File: src/rtl/pulse_to_level_pkg.sv
// Shared types and default parameters for the pulse-to-level handshake block.
package aes_hs_pkg;

  typedef enum logic [1:0] {
    IDLE  = 2'd0,
    REQ   = 2'd1,
    ACKLO = 2'd2
  } hs_state_t;

  localparam int CNT_W_DEFAULT    = 4;
  localparam int MIN_HIGH_DEFAULT = 2;

endpackage

File: src/rtl/pulse_to_level_if.sv
// Event/handshake bundle between the event source, the consumer and pulse_to_level.
interface pulse_to_level_if
  import aes_hs_pkg::*;
#(
  parameter int CNT_W = CNT_W_DEFAULT
);

  logic             pulse_in;
  logic             ack_in;
  logic             clr_overflow;
  logic             req_out;
  logic             done;
  logic [CNT_W-1:0] pending;
  logic             busy;
  logic             overflow;

  modport master (
    output pulse_in, ack_in, clr_overflow,
    input  req_out, done, pending, busy, overflow
  );

  modport slave (
    input  pulse_in, ack_in, clr_overflow,
    output req_out, done, pending, busy, overflow
  );

endinterface

File: src/rtl/pulse_to_level_cnt.sv
// Saturating up/down counter; sat_hit flags an increment refused at full scale.
module sat_updown_cnt #(
  parameter int W = 4
) (
  input  logic         clk,
  input  logic         rst_n,
  input  logic         inc,
  input  logic         dec,
  output logic [W-1:0] q,
  output logic         sat_hit
);

  localparam logic [W-1:0] MAX_VAL = '1;

  logic [W-1:0] r_q;

  assign sat_hit = inc & ~dec & (r_q == MAX_VAL);
  assign q       = r_q;

  // Simultaneous inc and dec cancel, so only a lone request moves the count.
  always_ff @(posedge clk or negedge rst_n) begin
    if (!rst_n) begin
      r_q <= '0;
    end else if (inc && !dec && (r_q != MAX_VAL)) begin
      r_q <= r_q + W'(1);
    end else if (dec && !inc && (r_q != '0)) begin
      r_q <= r_q - W'(1);
    end
  end

endmodule

File: src/rtl/pulse_to_level.sv
// Turns single-cycle event pulses into a four-phase req/ack level handshake,
// queueing events that arrive while a handshake is in flight.
module pulse_to_level
  import aes_hs_pkg::*;
#(
  parameter int CNT_W    = CNT_W_DEFAULT,
  parameter int MIN_HIGH = MIN_HIGH_DEFAULT
) (
  input logic             clk,
  input logic             rst_n,
  pulse_to_level_if.slave bus
);

  localparam int                HOLD_W   = $clog2(MIN_HIGH + 1);
  localparam logic [HOLD_W-1:0] HOLD_MIN = HOLD_W'(MIN_HIGH - 1);

  hs_state_t         r_state;
  logic              r_req;
  logic              r_done;
  logic              r_busy;
  logic              r_overflow;
  logic [HOLD_W-1:0] r_hold;

  logic [CNT_W-1:0]  w_pending;
  logic              w_sat_hit;
  logic              w_have_event;
  logic              w_launch;
  logic              w_hold_met;

  // A launch consumes either the arriving pulse or one queued event.
  assign w_have_event = bus.pulse_in | (w_pending != '0);
  assign w_launch     = w_have_event &
                        ((r_state == IDLE) | ((r_state == ACKLO) & ~bus.ack_in));
  assign w_hold_met   = (r_hold >= HOLD_MIN);

  sat_updown_cnt #(
    .W (CNT_W)
  ) u_pending (
    .clk     (clk),
    .rst_n   (rst_n),
    .inc     (bus.pulse_in),
    .dec     (w_launch),
    .q       (w_pending),
    .sat_hit (w_sat_hit)
  );

  always_ff @(posedge clk or negedge rst_n) begin
    if (!rst_n) begin
      r_state    <= IDLE;
      r_req      <= 1'b0;
      r_done     <= 1'b0;
      r_busy     <= 1'b0;
      r_overflow <= 1'b0;
      r_hold     <= '0;
    end else begin
      r_done <= 1'b0;
      r_busy <= (r_state != IDLE) || (w_pending != '0);

      // A dropped event wins over a clear arriving in the same cycle.
      if (w_sat_hit) begin
        r_overflow <= 1'b1;
      end else if (bus.clr_overflow) begin
        r_overflow <= 1'b0;
      end

      case (r_state)
        IDLE: begin
          if (w_launch) begin
            r_state <= REQ;
            r_req   <= 1'b1;
            r_hold  <= '0;
          end
        end
        REQ: begin
          if (bus.ack_in && w_hold_met) begin
            r_state <= ACKLO;
            r_req   <= 1'b0;
          end else if (r_hold != HOLD_MIN) begin
            r_hold <= r_hold + HOLD_W'(1);
          end
        end
        ACKLO: begin
          if (!bus.ack_in) begin
            r_done <= 1'b1;
            if (w_launch) begin
              r_state <= REQ;
              r_req   <= 1'b1;
              r_hold  <= '0;
            end else begin
              r_state <= IDLE;
            end
          end
        end
        default: begin
          r_state <= IDLE;
          r_req   <= 1'b0;
        end
      endcase
    end
  end

  assign bus.req_out  = r_req;
  assign bus.done     = r_done;
  assign bus.pending  = w_pending;
  assign bus.busy     = r_busy;
  assign bus.overflow = r_overflow;

endmodule

File: src/flat_wrapper.sv
// flat-port wrapper written by rule: the top's interface ports become plain ports
module pulse_to_level_flat import aes_hs_pkg::*;
#(
  parameter int CNT_W    = CNT_W_DEFAULT,
  parameter int MIN_HIGH = MIN_HIGH_DEFAULT
)
  (clk, rst_n, bus_pulse_in, bus_ack_in, bus_clr_overflow, bus_req_out, bus_done, bus_pending, bus_busy, bus_overflow);
  pulse_to_level_if #(.CNT_W(CNT_W)) bus_i ();
  input logic clk;
  input logic rst_n;
  input wire logic [$bits(bus_i.pulse_in)-1:0] bus_pulse_in;
  input wire logic [$bits(bus_i.ack_in)-1:0] bus_ack_in;
  input wire logic [$bits(bus_i.clr_overflow)-1:0] bus_clr_overflow;
  output wire logic [$bits(bus_i.req_out)-1:0] bus_req_out;
  output wire logic [$bits(bus_i.done)-1:0] bus_done;
  output wire logic [$bits(bus_i.pending)-1:0] bus_pending;
  output wire logic [$bits(bus_i.busy)-1:0] bus_busy;
  output wire logic [$bits(bus_i.overflow)-1:0] bus_overflow;
  assign bus_i.pulse_in = bus_pulse_in;
  assign bus_i.ack_in = bus_ack_in;
  assign bus_i.clr_overflow = bus_clr_overflow;
  assign bus_req_out = bus_i.req_out;
  assign bus_done = bus_i.done;
  assign bus_pending = bus_i.pending;
  assign bus_busy = bus_i.busy;
  assign bus_overflow = bus_i.overflow;
  pulse_to_level #(.CNT_W(CNT_W), .MIN_HIGH(MIN_HIGH)) u_core (.clk(clk), .rst_n(rst_n), .bus(bus_i));
endmodule
File: config.mk
export PLATFORM = sky130hd
export DESIGN_NAME = pulse_to_level_flat
export DESIGN_NICKNAME = d
export VERILOG_FILES = /design/src/rtl/pulse_to_level_pkg.sv /design/src/rtl/pulse_to_level_if.sv /design/src/rtl/pulse_to_level_cnt.sv /design/src/rtl/pulse_to_level.sv /design/src/flat_wrapper.sv
export SDC_FILE = /design/constraint.sdc
export NUM_CORES = 1
export LEC_CHECK = 0
export CORE_MARGIN = 2
export CORE_UTILIZATION = 50
export CTS_BUF_LIST = sky130_fd_sc_hd__clkbuf_4 sky130_fd_sc_hd__clkbuf_8
export DETAILED_ROUTE_END_ITERATION = 12
export PLACE_DENSITY = 0.77
export SLEW_MARGIN = 40
export SYNTH_ARGS = -nofsm -noshare
export SYNTH_HDL_FRONTEND = slang
export SYNTH_SLANG_ARGS = --single-unit
File: constraint.sdc
create_clock -name clk -period 2.4 [get_ports clk]
set_input_delay 0.48 -clock clk [delete_from_list [all_inputs] [get_ports clk]]
set_output_delay 0.48 -clock clk [all_outputs]
set_load 0.01 [all_outputs]
# Word-level counts from Yosys, hierarchy flattened
# Cells that the tools add are included.
# word_totals
register_bits	12
out_inout_bits	8
elab_cells	66
# classes
n_addsub	3
order_cmp	1
eq_ne	10
mux	20
n_bitwise	8
n_reduce_logical	17
# op_table
operator	count
$mux 2	7
$pmux 2 s3	2
$mux 1	8
$mux 4	2
$ne 2x1->1 const B	3
$ne 2x2->1 const B	3
$reduce_bool 2->1	3
$logic_and 1x1->1	5
$add 4x1->4 const B	1
$and 1x1->1	4
$eq 4x4->1 const B	1
$ne 4x4->1 const B	1
$reduce_and 4->1	1
$reduce_bool 4->1	1
$sub 4x1->4 const B	1
$pmux 1 s3	1
$reduce_and 3->1	1
$reduce_bool 3->1	1
$add 2x1->2 const B	1
$eq 2x1->1 const B	1
$eq 2x2->1 const B	1
$ge 2x1->1 const B	1
$logic_not 1->1	2
$logic_not 2->1	1
other kinds (4)	6

# Longest topological paths before layout
# Gate-level depths: netlist of the first run.
# logic_depth
depth_word	8
ltp_mapped	8
ltp_nobuf	7

# Hierarchy
# Synthesis of the first run repeated with hierarchy kept, for this count alone.
# unflattened
cells_unflattened	61
hier_area_um2	668.1
# modules_own_cells
mod	n_inst	cells_each	area_per_inst_um2	seq_area_each_um2
pulse_to_level	1	39	396.6	200.2
sat_updown_cnt	1	22	271.5	100.1

# Worst setup path before layout of the first run
# Ideal clock, no wire load.
# synth_path
path_type	input to register
startpoint	input port bus_pulse_in
endpoint	register u_core.u_pending.r_q[3], in the netlist u_core.u_pending.q[3]
setup_ns	0.081
arrival_ns	2.066
required_time_ns	2.319
setup_slack_ns	0.253
path_stages	7
n_path_buf	1
cell_sequence	clkbuf_1 nand3_1 ha_1 a21o_1 a21oi_1 mux2_4 o22ai_2
# synth_via
elab_chain_cells	6
# synth_rtl
element	line_no	source
start: declaration	flat_wrapper.sv:11	input wire logic [$bits(bus_i.pulse_in)-1:0] bus_pulse_in;
$or 1x1->1	pulse_to_level.sv:31	assign w_have_event = bus.pulse_in | (w_pending != '0);
$and 1x1->1	pulse_to_level.sv:32	assign w_launch = w_have_event &
$logic_not 1->1	pulse_to_level_cnt.sv:24	end else if (inc && !dec && (r_q != MAX_VAL)) begin
$logic_and 1x1->1 (2 in series)	pulse_to_level_cnt.sv:24	
$mux 4 or $reduce_bool 2->1 (tied branches)	--	
end signal: assignment	pulse_to_level_cnt.sv:25	r_q <= r_q + W'(1);
end signal: assignment	pulse_to_level_cnt.sv:27	r_q <= r_q - W'(1);
end: declaration	pulse_to_level_cnt.sv:15	logic [W-1:0] r_q;
# Parallel ways exist; a longest one is shown, timed or not.
# A chain may end at the register's enable or synchronous reset.

# Worst setup path after layout of the first run
# layout_path
startpoint	input port bus_ack_in
endpoint	register u_core.u_pending.r_q[3], in the netlist u_core.u_pending.q[3]
# layout_via
elab_chain_cells	8
# layout_rtl
element	line_no	source
start: declaration	flat_wrapper.sv:12	input wire logic [$bits(bus_i.ack_in)-1:0] bus_ack_in;
$not 1->1 (*)	pulse_to_level.sv:33	((r_state == IDLE) | ((r_state == ACKLO) & ~bus.ack_in));
$and 1x1->1 (*)	pulse_to_level.sv:33	
$or 1x1->1 (*)	pulse_to_level.sv:33	
$and 1x1->1 (*)	pulse_to_level.sv:32	
$logic_not 1->1	pulse_to_level_cnt.sv:24	
$logic_and 1x1->1 (2 in series)	pulse_to_level_cnt.sv:24	
$mux 4 or $reduce_bool 2->1 (tied branches)	--	
# Mark *: on every way between the ends. The rest lies on a longest branch, timed or not.

==> flow_summary.toml, run 1 <==
[placement]
placed_area_um2 = 886
post-dp-hpwl_um = 1070
gp_congestion = 0.795
dpl_worst_slack_ns = -0.0121
dp_cells = 101
io_buffers = 12

[global_route]
grt_overflow = 0
gr-usage-all-layers_pct = 18.5
grt_pass1_vias = 569
grt_max_degree = 13
grt_first_pass_wirelength_um = 2460
antenna_found_initial = 0

[clock_tree]
holdBufCountCts = 0
cts_buffers = 3
cts_resized = 0
cts_root_buf = "clkbuf_4"
cts_tree = "yes"
clkTransAtPathRegs_ns = 0.07
cts.htree.levels = 1
cts_max_path_buffers = 2
clock_sinks = 12
insertion_delay_ns = 0.26
post_cts_buffers = 0

[finish]
multi_input_area_um2 = 383
instances_no_fill = 104
diodes = 0
syn2layout_area_growth_pct = 26.7
nets = 101
utilization_pct = 68.9
final_cell_area_um2 = 908
seq_area_um2 = 300
drive_above_1_share_pct = 16.9
fillerInstances = 98

[sta]
post-route-period-util_pct = 90.0
hold_viol_final = 0
finalCriticalPeriod_ns = 2.16
fin_ws_ns = 0.239
worst_slew_pin_slew_ns = 0.545
slew_headroom_pct = 63.5
rsz0062_at_grt = "false"
setup_viol = 0
skew_ns = 0.00133
setup_tns_ns = 0
finalMaxSlewViolations = 0
holdWs_ns = 0.502
fmaxAchievable_mhz = 463

[job]
cap_violations = 0

[logic_synthesis]
synth.top_cells.by_area = "dfrtp_1 (42%), ha_1 (7.0%), mux2i_1 (4.2%), o21ai_0 (3.5%), fa_1 (2.8%)"
avgSynthCellArea_um2 = 10.2
syn-num-nets = 80
synth_ff_type = "dfrtp_1"
synth_common_cells = "dfrtp_1 (12), inv_1 (5), nand2_1 (5), o21ai_0 (5)"
ys.warnings.count = 0
synth_seq_area_share_pct = 41.9
syn_inst = 70
synth.most_common_cell = "dfrtp_1"
ys_seq_elements = 12
synth_cell_types = 31
synth_area_leader_cell = "dfrtp_1"
synth-edff-count = 0
syn_area_um2 = 717
synthArstFlopShare_pct = 100
synthDominantCellAreaShare_pct = 41.9

[min_path]
min_path_type = "flop to flop"
hold-path-endpoint = "u_core.r_hold[1]"
hold_start = "u_core.r_hold[1]"
hold_depth = 2

[worst_setup_path]
path_cells = "clkdlybuf4s50_1 -> a21o_4 -> nand3_1 -> buf_4 -> ha_1 -> a21oi_1 -> mux2_4 -> o22ai_2"
r2r_slack_ns = 0.31
critPathLaunchType = "primary input"
critical-path-slowest-cell = "clkdlybuf4s50_1"
timing.rr.start = "u_core.u_pending.q[0]"
critical_path_class = "primary input to flop"
crit_family = "buffers and inverters"
path_buf_inv = 2
critical_path_arrival_ns = 2.35
r2r_cells = 7
r2r-end = "u_core.u_pending.q[3]"
path_max_fanout = 4
crit_path_end_kind = "flop"
crit_required_ns = 2.59
worst_path_largest_cell_delay_ns = 0.49

[route]
first_iter_violations = 6
antenna_left = 0
post_drt_wl_per_cell_um = 13.9
vias_per_cell = 5.56
vias = 578
first_pass_iters = 4
drc_errors = 0
totalWireLength_um = 1450

[status]
status = "finished, final reports clean"

[die]
coreArea_um2 = 1320
chipWidth_um = 41.9
die_h_um = 41.9
floorplan.initialDensity_pct = 54.4
io_pins = 13
rows = 13
dieArea_um2 = 1750

[pwr]
peakVddDrop_uv = 721
power_leakage_nw = 0.409
p_total_mw = 1.25
power.density_nw_per_um2 = 1380
==> where the power goes <==
group | internal, mW | switching [mW]
Combinational | 0.398 | 0.326
Clock | 0.0580 | 0.0624
Sequential | 0.285 | 0.122
Total | 0.741 | 0.511
==> cell type report <==
| class | count | share of cell area, % |
|---|---|---|
| inverters | 5 | 2.07 |
| multi-input cells | 51 | 42.1 |
| clock buffers | 3 | 2.48 |
| flip-flops and latches | 12 | 33.1 |
| well taps | 15 | 2.07 |
| repair buffers | 18 | 18.2 |
==> metal layers <==
| layer | global-route usage (%) | up-vias | routed length [um] |
|---|---|---|---|
| met2 | 28.7 | 11 | 690 |
| met3 | 4.35 | 2 | 53 |
| met5 | 0 | - | 0 |
| li1 | - | 293 | - |
| met1 | 24.7 | 272 | 690 |
| met4 | 7.74 | 0 | 10 |
==> cells by family (layout without fill, tap and decap cells) <==
group,count (synthesis),count (layout),synth area share [%]
buf+inv,7,26,4.71
compound gates,16,16,17.3
flops,12,12,41.9
simple gates,24,24,17.6
fa+ha+maj,5,5,9.77
mux,4,4,6.28
xor+xnor,2,2,2.44
==> flip-flops by register name, indices dropped and copies added (netlist names) <==
name                 flops
u_core.bus.req_out       1
u_core.bus.done          1
u_core.r_state           2
u_core.bus.overflow      1
u_core.r_hold            2
u_core.u_pending.q       4
u_core.bus.busy          1
==> worst register-to-register path: cells and delay by family, from the launching register on <==
kind,cells,cell delay (ns)
AND/OR/NAND/NOR,2,0.40
adder cells (fa/ha/maj),1,0.24
flip-flops,1,0.51
AO/OA/AOI/OAI,3,0.53
multiplexers,1,0.34
==> how the worst max path moves through the flow <==
stage | from | endpoint | slack (ns) | cells after the start
CTS | bus_ack_in | u_core.u_pending.q[3] | 0.27 | 8
floorplan | bus_pulse_in | u_core.u_pending.q[3] | 0.25 | 7
detailed placement | bus_ack_in | u_core.u_pending.q[3] | -0.01 | 8
global route | bus_ack_in | u_core.u_pending.q[3] | 0.20 | 8
global placement | bus_ack_in | u_core.u_pending.q[3] | 0.03 | 8
finish | bus_ack_in | u_core.u_pending.q[3] | 0.24 | 8
==> layout by cell type (no fill, tap or decap) <==
cell,Yosys,layout
or3_2,1,1
mux2_4,1,1
clkbuf_4,0,3
ha_1,4,4
o22ai_2,1,1
and2_1,1,1
nor3_1,3,3
nand3_1,4,4
a21o_4,1,1
buf_4,0,6
o22ai_1,1,1
or3_1,1,1
nand2_1,5,5
nand2b_1,1,1
xor2_1,2,2
nand4_1,1,1
o21bai_1,1,1
nor4_1,1,1
or4_4,1,1
mux2i_1,3,3
fa_1,1,1
a21o_1,1,1
o221ai_1,2,2
a21bo_2,1,1
dfrtp_1,12,12
nor2_1,4,4
a21oi_1,1,1
clkdlybuf4s50_1,0,12
inv_1,5,5
a221oi_1,2,2
o21ai_0,5,5
or2b_1,1,1
(Power assumes the default switching activity.)
==> run 2: changes to the inputs <==
--- a/config.mk
+++ b/config.mk
@@ -10,6 +10,7 @@
 export CTS_BUF_LIST = sky130_fd_sc_hd__clkbuf_4 sky130_fd_sc_hd__clkbuf_8
 export DETAILED_ROUTE_END_ITERATION = 12
 export PLACE_DENSITY = 0.77
+export SETUP_SLACK_MARGIN = 0.05
 export SLEW_MARGIN = 40
 export SYNTH_ARGS = -nofsm -noshare
 export SYNTH_HDL_FRONTEND = slang
==> results of run 2 <==
The final DEF is identical to that of run 1; final timing and power are the same.
==> run 3: changes to the inputs <==
--- a/config.mk
+++ b/config.mk
@@ -5,6 +5,7 @@
 export SDC_FILE = /design/constraint.sdc
 export NUM_CORES = 1
 export LEC_CHECK = 0
+export CAP_MARGIN = 20
 export CORE_MARGIN = 2
 export CORE_UTILIZATION = 50
 export CTS_BUF_LIST = sky130_fd_sc_hd__clkbuf_4 sky130_fd_sc_hd__clkbuf_8
==> results of run 3 <==
The final DEF is identical to that of run 1; final timing and power are the same.
